--- config.mk ---
export PLATFORM = sky130hd
export DESIGN_NAME = fetch_unit
export DESIGN_NICKNAME = d
export VERILOG_FILES = /design/src/rtl/fetch_pkg.sv /design/src/rtl/instructions_pkg.sv /design/src/rtl/fetch_next_pc.sv /design/src/rtl/fetch_unit.sv
export SDC_FILE = /design/constraint.sdc
export NUM_CORES = 1
export LEC_CHECK = 0
export CORE_ASPECT_RATIO = 1.25
export CORE_UTILIZATION = 50
export CTS_CLUSTER_SIZE = 40
export DETAILED_ROUTE_END_ITERATION = 8
export PLACE_DENSITY = 0.86
export SYNTH_ARGS = -nofsm -noshare
export SYNTH_HDL_FRONTEND = slang
export SYNTH_SLANG_ARGS = --single-unit
export TNS_END_PERCENT = 5
--- constraint.sdc ---
create_clock -name clock -period 4.6 [get_ports clock]
set_input_delay 0.69 -clock clock [delete_from_list [all_inputs] [get_ports clock]]
set_output_delay 0.69 -clock clock [all_outputs]
set_load 0.1 [all_outputs]
--- src/rtl/fetch_pkg.sv ---
// Shared types and constants for the instruction fetch unit.
package fetch_pkg;

    // Fetch sequencing: request a word, wait for it, hand it to decode, or stop.
    typedef enum logic [1:0] {
        REQ   = 2'd0,
        WAIT  = 2'd1,
        HOLD  = 2'd2,
        FAULT = 2'd3
    } fetch_state_t;

    // Reason the unit parked itself; NONE until the first fault after reset.
    typedef enum logic [1:0] {
        NONE       = 2'd0,
        MISALIGNED = 2'd1,
        ACCESS     = 2'd2
    } fetch_fault_cause_t;

    localparam logic [31:0] FETCH_RESET_PC_DEFAULT = 32'h0000_0000;

    // Byte distance between consecutive sequential instructions.
    localparam logic [31:0] FETCH_WORD_BYTES = 32'd4;

    // A fetch address is usable only if it points at a whole 32-bit word.
    function automatic logic fetch_is_aligned(input logic [1:0] addr_lo);
        return (addr_lo == 2'b00);
    endfunction

endpackage : fetch_pkg

--- src/rtl/instructions_pkg.sv ---
// Instruction-side shared types. The decoder consumes instr_packet directly,
// so the fetch unit hands over the raw 32-bit instruction word.
package instructions_pkg;

    typedef logic [31:0] instr_packet;

endpackage : instructions_pkg

--- src/rtl/fetch_next_pc.sv ---
// Next-PC selection for the fetch unit: sequential increment or redirect
// target, plus a word-alignment check on whichever address wins.
module fetch_next_pc
    import fetch_pkg::*;
(
    input  logic        i_sel,
    input  logic [31:0] i_pc,
    input  logic [31:0] i_redirect_pc,
    output logic [31:0] o_next,
    output logic        o_misaligned
);

    logic [31:0] w_seq_pc;

    // The 32-bit add wraps naturally, so 0xFFFF_FFFC steps to 0x0000_0000.
    assign w_seq_pc     = i_pc + FETCH_WORD_BYTES;
    assign o_next       = i_sel ? i_redirect_pc : w_seq_pc;
    assign o_misaligned = !fetch_is_aligned(o_next[1:0]);

endmodule : fetch_next_pc

--- src/rtl/fetch_unit.sv ---
// Instruction fetch unit: owns the PC, issues one instruction-memory read at
// a time, buffers the returned word for decode and advances the PC when
// decode consumes it. Misaligned targets and memory errors park the unit in a
// sticky fault state that only reset clears.
module fetch_unit
    import fetch_pkg::*;
    import instructions_pkg::*;
#(
    // Must be word aligned; it is loaded into the PC as-is.
    parameter logic [31:0] RESET_PC = FETCH_RESET_PC_DEFAULT
)
(
    input  logic               clock,
    input  logic               reset,

    // Instruction-memory request channel
    output logic               imem_req_valid,
    input  logic               imem_req_ready,
    output logic [31:0]        imem_req_addr,

    // Instruction-memory response channel
    input  logic               imem_rsp_valid,
    input  logic [31:0]        imem_rsp_data,
    input  logic               imem_rsp_error,

    // Decode-side instruction channel
    output instr_packet        instr,
    output logic [31:0]        instr_pc,
    output logic               instr_valid,
    input  logic               instr_ready,
    input  logic               pc_input_sel,
    input  logic [31:0]        redirect_pc,

    // Sticky fault reporting
    output logic               fetch_fault,
    output fetch_fault_cause_t fetch_fault_cause,
    output logic [31:0]        fetch_fault_pc
);

    // ------------------------------------------------------------------
    // State
    // ------------------------------------------------------------------
    fetch_state_t       r_state;
    fetch_state_t       w_state_next;

    logic [31:0]        r_pc;
    logic [31:0]        w_pc_next;

    instr_packet        r_instr;
    logic [31:0]        r_instr_pc;
    logic               w_load_instr;

    // Set when reset interrupts an outstanding read: that read's response
    // still arrives later and must not be mistaken for a fresh one.
    logic               r_stale;
    logic               w_stale_next;

    fetch_fault_cause_t r_fault_cause;
    fetch_fault_cause_t w_fault_cause_next;
    logic [31:0]        r_fault_pc;
    logic [31:0]        w_fault_pc_next;

    logic [31:0]        w_next_pc;
    logic               w_next_misaligned;
    logic               w_req_fire;

    // ------------------------------------------------------------------
    // Next-PC datapath
    // ------------------------------------------------------------------
    // The PC always equals instr_pc while an instruction is held, so the
    // PC register feeds the next-PC logic directly.
    fetch_next_pc u_next_pc (
        .i_sel         (pc_input_sel),
        .i_pc          (r_pc),
        .i_redirect_pc (redirect_pc),
        .o_next        (w_next_pc),
        .o_misaligned  (w_next_misaligned)
    );

    // ------------------------------------------------------------------
    // Outputs: all decoded from registered state
    // ------------------------------------------------------------------
    assign imem_req_valid    = (r_state == REQ) && !r_stale;
    assign imem_req_addr     = r_pc;
    assign w_req_fire        = imem_req_valid && imem_req_ready;

    assign instr             = r_instr;
    assign instr_pc          = r_instr_pc;
    assign instr_valid       = (r_state == HOLD);

    assign fetch_fault       = (r_state == FAULT);
    assign fetch_fault_cause = r_fault_cause;
    assign fetch_fault_pc    = r_fault_pc;

    // ------------------------------------------------------------------
    // FSM next-state and register-update decisions
    // ------------------------------------------------------------------
    // Next state, PC, buffer load and fault capture for the current cycle.
    always_comb begin
        w_state_next       = r_state;
        w_pc_next          = r_pc;
        w_load_instr       = 1'b0;
        w_fault_cause_next = r_fault_cause;
        w_fault_pc_next    = r_fault_pc;

        unique case (r_state)
            REQ: begin
                // Responses seen here are either the stale one (handled by
                // the stale flag) or unexpected, and are ignored either way.
                if (w_req_fire) begin
                    w_state_next = WAIT;
                end
            end

            WAIT: begin
                if (imem_rsp_valid) begin
                    if (imem_rsp_error) begin
                        w_state_next       = FAULT;
                        w_fault_cause_next = ACCESS;
                        w_fault_pc_next    = r_pc;
                    end else begin
                        w_load_instr = 1'b1;
                        w_state_next = HOLD;
                    end
                end
            end

            HOLD: begin
                if (instr_ready) begin
                    if (w_next_misaligned) begin
                        // PC keeps the last good address; the bad target is
                        // reported through the fault PC instead.
                        w_state_next       = FAULT;
                        w_fault_cause_next = MISALIGNED;
                        w_fault_pc_next    = w_next_pc;
                    end else begin
                        w_pc_next    = w_next_pc;
                        w_state_next = REQ;
                    end
                end
            end

            FAULT: begin
                w_state_next = FAULT;
            end

            default: begin
                w_state_next = FAULT;
            end
        endcase
    end

    // The first response after a mid-read reset consumes the stale marker.
    always_comb begin
        w_stale_next = r_stale && !imem_rsp_valid;
    end

    // ------------------------------------------------------------------
    // Registers
    // ------------------------------------------------------------------
    // FSM state and program counter.
    always_ff @(posedge clock) begin
        if (reset) begin
            r_state <= REQ;
            r_pc    <= RESET_PC;
        end else begin
            r_state <= w_state_next;
            r_pc    <= w_pc_next;
        end
    end

    // Stale-response tracking: a reset that lands while a read is still in
    // flight (and its data is not arriving this very cycle) leaves one
    // response owed by memory.
    always_ff @(posedge clock) begin
        if (reset) begin
            r_stale <= (r_state == WAIT) && !imem_rsp_valid;
        end else begin
            r_stale <= w_stale_next;
        end
    end

    // Instruction buffer presented to decode; frozen while in HOLD.
    always_ff @(posedge clock) begin
        if (reset) begin
            r_instr    <= '0;
            r_instr_pc <= '0;
        end else if (w_load_instr) begin
            r_instr    <= imem_rsp_data;
            r_instr_pc <= r_pc;
        end
    end

    // Sticky fault cause and offending address.
    always_ff @(posedge clock) begin
        if (reset) begin
            r_fault_cause <= NONE;
            r_fault_pc    <= '0;
        end else begin
            r_fault_cause <= w_fault_cause_next;
            r_fault_pc    <= w_fault_pc_next;
        end
    end

endmodule : fetch_unit

Yosys cells after proc, flatten, opt, wreduce, memory -nomap -nowiden
Index checks and enable logic that the tools add are counted.
{ "totals": {"in_bits": 71, "register_bits": 133, "wordCells": 49} }
{ "op_classes": {"eq_ne": 8, "mux": 21, "n_reduce_logical": 12, "addsub": 1} }
{ "ops": {"columns": ["cell", "n"], "rows": [
  ["$mux 32", 5],
  ["$pmux 32 s2", 1],
  ["$add 32x3->32 const B", 1],
  ["$mux 2", 8],
  ["$ne 2x2->1 const B", 4],
  ["$pmux 2 s4", 1],
  ["$reduce_and 3->1", 2],
  ["$mux 1", 5],
  ["$reduce_and 5->1", 1],
  ["$eq 2x2->1 const B", 2],
  ["$logic_and 1x1->1", 4],
  ["$logic_not 2->1", 2],
  ["$pmux 2 s2", 1],
  ["$eq 2x1->1 const B", 1],
  ["$logic_not 1->1", 2],
  ["$ne 2x1->1 const B", 1],
  ["$reduce_bool 2->1", 1]
]} }

Longest topological paths before layout
{ "depth": {"word_depth": 6, "mapped_depth": 8, "mapped_depth_nobuf": 6} }

By module
From an unflattened synthesis, not the netlist that was laid out.
{ "unflattened": {"hier_cells": 764, "area_unflattened_um2": 6212.2} }
{ "modules_own_cells": {"columns": ["mod", "seq_area_each_um2", "instances", "area_per_inst_um2", "cells_per_inst"], "rows": [
  ["fetch_unit", 2662.6, 1, 5215.0, 599],
  ["fetch_next_pc", 0.0, 1, 997.2, 165]
]} }

Worst setup path after synthesis
Ideal clock, no wire load.
{ "synth_path": {"path_kind": "register -> output", "startpoint": "register r_state[1]", "endpoint": "output imem_req_valid", "path_buffers": 0, "path_stages_with_launch": 2, "setup_slack_ns": 1.478, "arrival_ns": 2.432, "path_cell_list": "dfxtp_1 > nor3_1"} }
{ "synth_via": {"elab_chain_cells": 2} }
{ "synth_lines": {"columns": ["item", "line", "source"], "rows": [
  ["start: declaration", "fetch_unit.sv:43", "fetch_state_t r_state;"],
  ["start signal: assignment", "fetch_unit.sv:167", "r_state <= w_state_next;"],
  ["$logic_not 2->1", "fetch_unit.sv:83", "assign imem_req_valid = (r_state == REQ) && !r_stale;"],
  ["$logic_and 1x1->1", "fetch_unit.sv:83", null],
  ["end: declaration", "fetch_unit.sv:17", "output logic imem_req_valid,"]
]} }
Every way passes these cells.

Final worst setup path
{ "layout_path": {"startpoint": "input redirect_pc[1]", "endpoint": "register r_fault_pc[15] (netlist: fetch_fault_pc[15])"} }
{ "layout_via": {"elab_chain_cells": 4} }
{ "layout_lines": {"columns": ["item", "line", "source"], "rows": [
  ["start: declaration", "fetch_unit.sv:32", "input logic [31:0] redirect_pc,"],
  ["$mux 32", "fetch_next_pc.sv:17", "assign o_next = i_sel ? i_redirect_pc : w_seq_pc;"],
  ["$logic_not 2->1", "fetch_pkg.sv:26", "return (addr_lo == 2'b00);"],
  ["$ne 2x2->1 (no line)", null, null],
  ["$reduce_and 5->1 (no line)", null, null],
  ["end signal: assignment", "fetch_unit.sv:201", "r_fault_pc <= w_fault_pc_next;"],
  ["end: declaration", "fetch_unit.sv:60", "logic [31:0] r_fault_pc;"]
]} }
Every way passes these cells.
A chain may end at the register's enable or synchronous reset.

==> impl_summary.log <==
INFO  metric status = finished, final reports clean
INFO  metric slew-limit-headroom = 30.5%
INFO  metric initial_util = 51.3%
INFO  metric timing_max_transition_violations_final = 0
INFO  metric timing.final.setup_violations = 0
INFO  metric commonest_cells_after_routing_fill_and_taps_aside = 201 x sky130_fd_sc_hd__clkdlybuf4s50_1, 159 x sky130_fd_sc_hd__nand2_1, 133 x sky130_fd_sc_hd__dfxtp_1
INFO  metric synth_async_sr_flop_share = 0%
INFO  metric layout-drive-gt1-share = 6.30%
INFO  metric rrSetupSlack = 2.00 ns
INFO  metric syn_inst = 786
INFO  metric dieWidth = 102 um
INFO  metric gp_routability_congestion = 0.838
INFO  metric yosys_warnings = 0
INFO  metric synthesis.area_per_instance = 7.91 um2
INFO  metric static-leakage-power = 0.00292 uW
INFO  metric synth_cell_type_count = 61
INFO  metric min_period_over_period = 65.5%
INFO  metric worst_ep_required = 4.92 ns
INFO  metric timing.setup.tns = 0 ns
INFO  metric whs = 0.453 ns
INFO  metric power.clock.fraction = 45.6%
INFO  metric clkLatencyLatePin = 0.42 ns
INFO  metric synth_enable_flop_cells = 0
INFO  metric max_clock_freq = 332 MHz
INFO  metric portBuffers = 203
INFO  metric avgViaCountPerCell = 5.89
INFO  metric layout.area.seq = 2660 um2
INFO  metric reg_power_share = 41.6%
INFO  metric setup_repair_after_global_routing_missed_its_margin = false
INFO  metric ant_nets = 0
INFO  metric global_route_wire_length_before_repair = 30500 um
INFO  metric reg2regPathDepth = 7
INFO  metric endpoint_kind = register
INFO  metric insertedDiodeCount = 0
INFO  metric hold_buffers = 0
INFO  metric share_comb_of_total_power = 12.8%
INFO  metric cts.path.max_buffers = 2
INFO  metric p_per_area = 326 nW/um2
INFO  metric vdd.ir_drop.worst = 0.000296 V
INFO  metric cts_setup_buffers = 0
INFO  metric vertical_extent_of_the_die = 127 um
INFO  metric num_rows = 45
INFO  metric ys_ff_latch = 133
INFO  metric critPathLaunchType = input port
INFO  metric max-cap-violations = 0
INFO  metric number_of_antenna_violations_at_the_first_check_in_global_routing = 0
INFO  metric overflow = 0
INFO  metric fill_cells = 934
INFO  metric area_of_the_mapped_netlist = 6220 um2
INFO  metric finalCriticalPeriod = 3.02 ns
INFO  metric synth_flop_cell = sky130_fd_sc_hd__dfxtp_1
INFO  metric multi_input_area = 3220 um2
INFO  metric clock_sink_count = 133
INFO  metric cts_buffer_count = 17
INFO  metric drt-total-wl = 19600 um
INFO  metric cp-startpoint = redirect_pc[1]
INFO  metric min_delay_path_depth = 2
INFO  metric via_count_of_the_routed_design = 6574
INFO  metric drt-initial-drc-count = 552
INFO  metric cts.clk_slew.worst_paths = 0.06 ns
INFO  metric dpl.hpwl = 12800 um
INFO  metric wire_per_inst = 17.6 um
INFO  metric final_common_cell = sky130_fd_sc_hd__clkdlybuf4s50_1
INFO  metric synthesis.nets = 858
INFO  metric post_cts_resized = 0
INFO  metric clk_root_buf = sky130_fd_sc_hd__clkbuf_16
INFO  metric drt_first_pass_iters = 5
INFO  metric worstPathArrival = 3.34 ns
INFO  metric synth.yosys.seq_area_share = 42.8%
INFO  metric gr-usage-all-layers = 30.1%
INFO  metric critPathMaxFanout = 17
INFO  metric power.share.switching = 27.3%
INFO  metric detail_route.drc_violations = 0
INFO  metric cts_tree = built
INFO  metric reg2reg_from = imem_req_addr[0]
INFO  metric crit-reg2reg-capture = fetch_fault_pc[15]
INFO  metric area.growth.synth_to_final = 41.0%
INFO  metric design.die.area = 12900 um2
INFO  metric fin_worst_skew = 0.00908 ns
INFO  metric placeableCoreArea = 12100 um2
INFO  metric pin_count = 204
INFO  metric internal-power = 2080 uW
INFO  metric finalHoldViolCount = 0
INFO  metric grt_max_degree = 100
INFO  metric critical_path_class = in -> reg
INFO  metric h-tree-depth = 4
INFO  metric cp-endpoint = fetch_fault_pc[15]
INFO  metric power_switching = 780 uW
INFO  metric first_global_vias = 6033
INFO  metric tightest_slew = 1.04 ns
INFO  metric hold_path.class = reg -> reg
INFO  metric layout_net_count = 1012
through the flow:
step / setup WS [ns] / power, uW / instance area, um2 / instances / utilization, %
finish: 1.58 / 2860 / 8770 / 1116 / 72.4
floorplan: 1.48 / 1450 / 6220 / 786 / -
CTS: 1.65 / 2870 / 8770 / 1116 / 72.4
detailed placement: 1.35 / 1570 / 8200 / 1085 / 67.8
global route: 1.53 / 2940 / 8770 / 1116 / 72.4
global placement: 1.49 / 1570 / 8200 / 1085 / 67.8
worst max-delay path, cell delays in order:
cell and delay, ns:
sky130_fd_sc_hd__clkdlybuf4s50_1 0.44, sky130_fd_sc_hd__nor3b_1 0.62, sky130_fd_sc_hd__nor3_2 0.28, sky130_fd_sc_hd__buf_4 0.24, sky130_fd_sc_hd__nor2_1 0.38, sky130_fd_sc_hd__buf_4 0.35
sky130_fd_sc_hd__a22oi_1 0.13, sky130_fd_sc_hd__o22ai_1 0.20
kinds of logic (layout without fill, tap and decap cells):
| kind of cell | count (synthesis) | in the layout | synth area share, % |
|---|---|---|---|
| and+or+nand+nor | 311 | 311 | 23.7 |
| AOI/OAI and AO/OA | 230 | 230 | 23.6 |
| DFF | 133 | 133 | 42.8 |
| buffers and inverters | 84 | 250 | 5.68 |
| xor gates and xnor gates | 18 | 18 | 2.54 |
| muxes | 9 | 9 | 1.45 |
| adders and majority gates | 1 | 1 | 0.201 |
synthesized netlist by cell type (4+ instances only):
master,count,area (um2)
sky130_fd_sc_hd__nor4_1,4,25.0
sky130_fd_sc_hd__o41ai_1,4,35.0
sky130_fd_sc_hd__clkbuf_1,52,195
sky130_fd_sc_hd__a31oi_1,5,31.3
sky130_fd_sc_hd__nand2b_1,8,50.1
sky130_fd_sc_hd__o22ai_1,11,68.8
sky130_fd_sc_hd__inv_1,6,22.5
sky130_fd_sc_hd__a21oi_1,98,490
sky130_fd_sc_hd__xnor2_1,11,96.3
sky130_fd_sc_hd__o211ai_1,10,75.1
sky130_fd_sc_hd__nor2_1,45,169
sky130_fd_sc_hd__buf_2,16,80.1
sky130_fd_sc_hd__nor3b_1,6,45.0
sky130_fd_sc_hd__a22oi_1,23,173
sky130_fd_sc_hd__nor2b_1,8,50.1
sky130_fd_sc_hd__xor2_1,7,61.3
sky130_fd_sc_hd__o21ai_0,28,140
sky130_fd_sc_hd__or3_1,4,25.0
sky130_fd_sc_hd__nand4_1,10,62.6
sky130_fd_sc_hd__o21a_1,4,30.0
sky130_fd_sc_hd__nand2_1,159,597
sky130_fd_sc_hd__dfxtp_1,133,2660
sky130_fd_sc_hd__o31ai_1,7,52.6
sky130_fd_sc_hd__nand3_1,17,85.1
sky130_fd_sc_hd__nor3_1,17,85.1
sky130_fd_sc_hd__and3_1,9,56.3
sky130_fd_sc_hd__buf_1,4,15.0
sky130_fd_sc_hd__a22o_1,5,43.8
sky130_fd_sc_hd__mux2i_1,9,90.1
sky130_fd_sc_hd__a32o_1,9,90.1
sequential cells by signal, summed over array words and instances (netlist names):
name               flops
fetch_fault_pc        32
imem_req_addr         32
instr                 32
instr_pc              32
fetch_fault_cause      2
r_state                2
r_stale                1
power by group through the flow:
stage | registers (uW) | clock network (uW) | logic [uW]
2_1_floorplan | 1320 | 0 | 127
3_3_place_gp | 1210 | 0 | 359
3_5_place_dp | 1210 | 0 | 362
4_1_cts | 1190 | 1310 | 365
5_1_grt | 1190 | 1360 | 386
6_report | 1190 | 1300 | 366
area by class of cell:
class | instances | share of cell area [%]
clock inverters | 14 | 1.58
repair buffers | 212 | 23.9
clock buffers | 17 | 4.85
well taps | 164 | 2.34
inverters | 7 | 0.300
flip-flops and latches | 133 | 30.4
multi-input cells | 569 | 36.7
worst min path at each step:
stage | start | endpoint | slack [ns]
6_report | instr[2] | instr[2] | 0.45
4_1_cts | instr[17] | instr[17] | 0.45
3_5_place_dp | instr[27] | instr[27] | 0.45
5_1_grt | instr[0] | instr[0] | 0.47
3_3_place_gp | instr_pc[22] | instr_pc[22] | 0.44
2_1_floorplan | r_stale | r_stale | 0.49
metal layers:
metal  vias up  GRT usage (%)  part of all wire, %
li1       3103              -                    -
met2       345           50.6                   49
met4         0           12.3                  2.2
met3        36           8.26                  9.2
met5         -              0                    0
met1      3090           35.9                   40
Power figures use the tool's default switching activity.
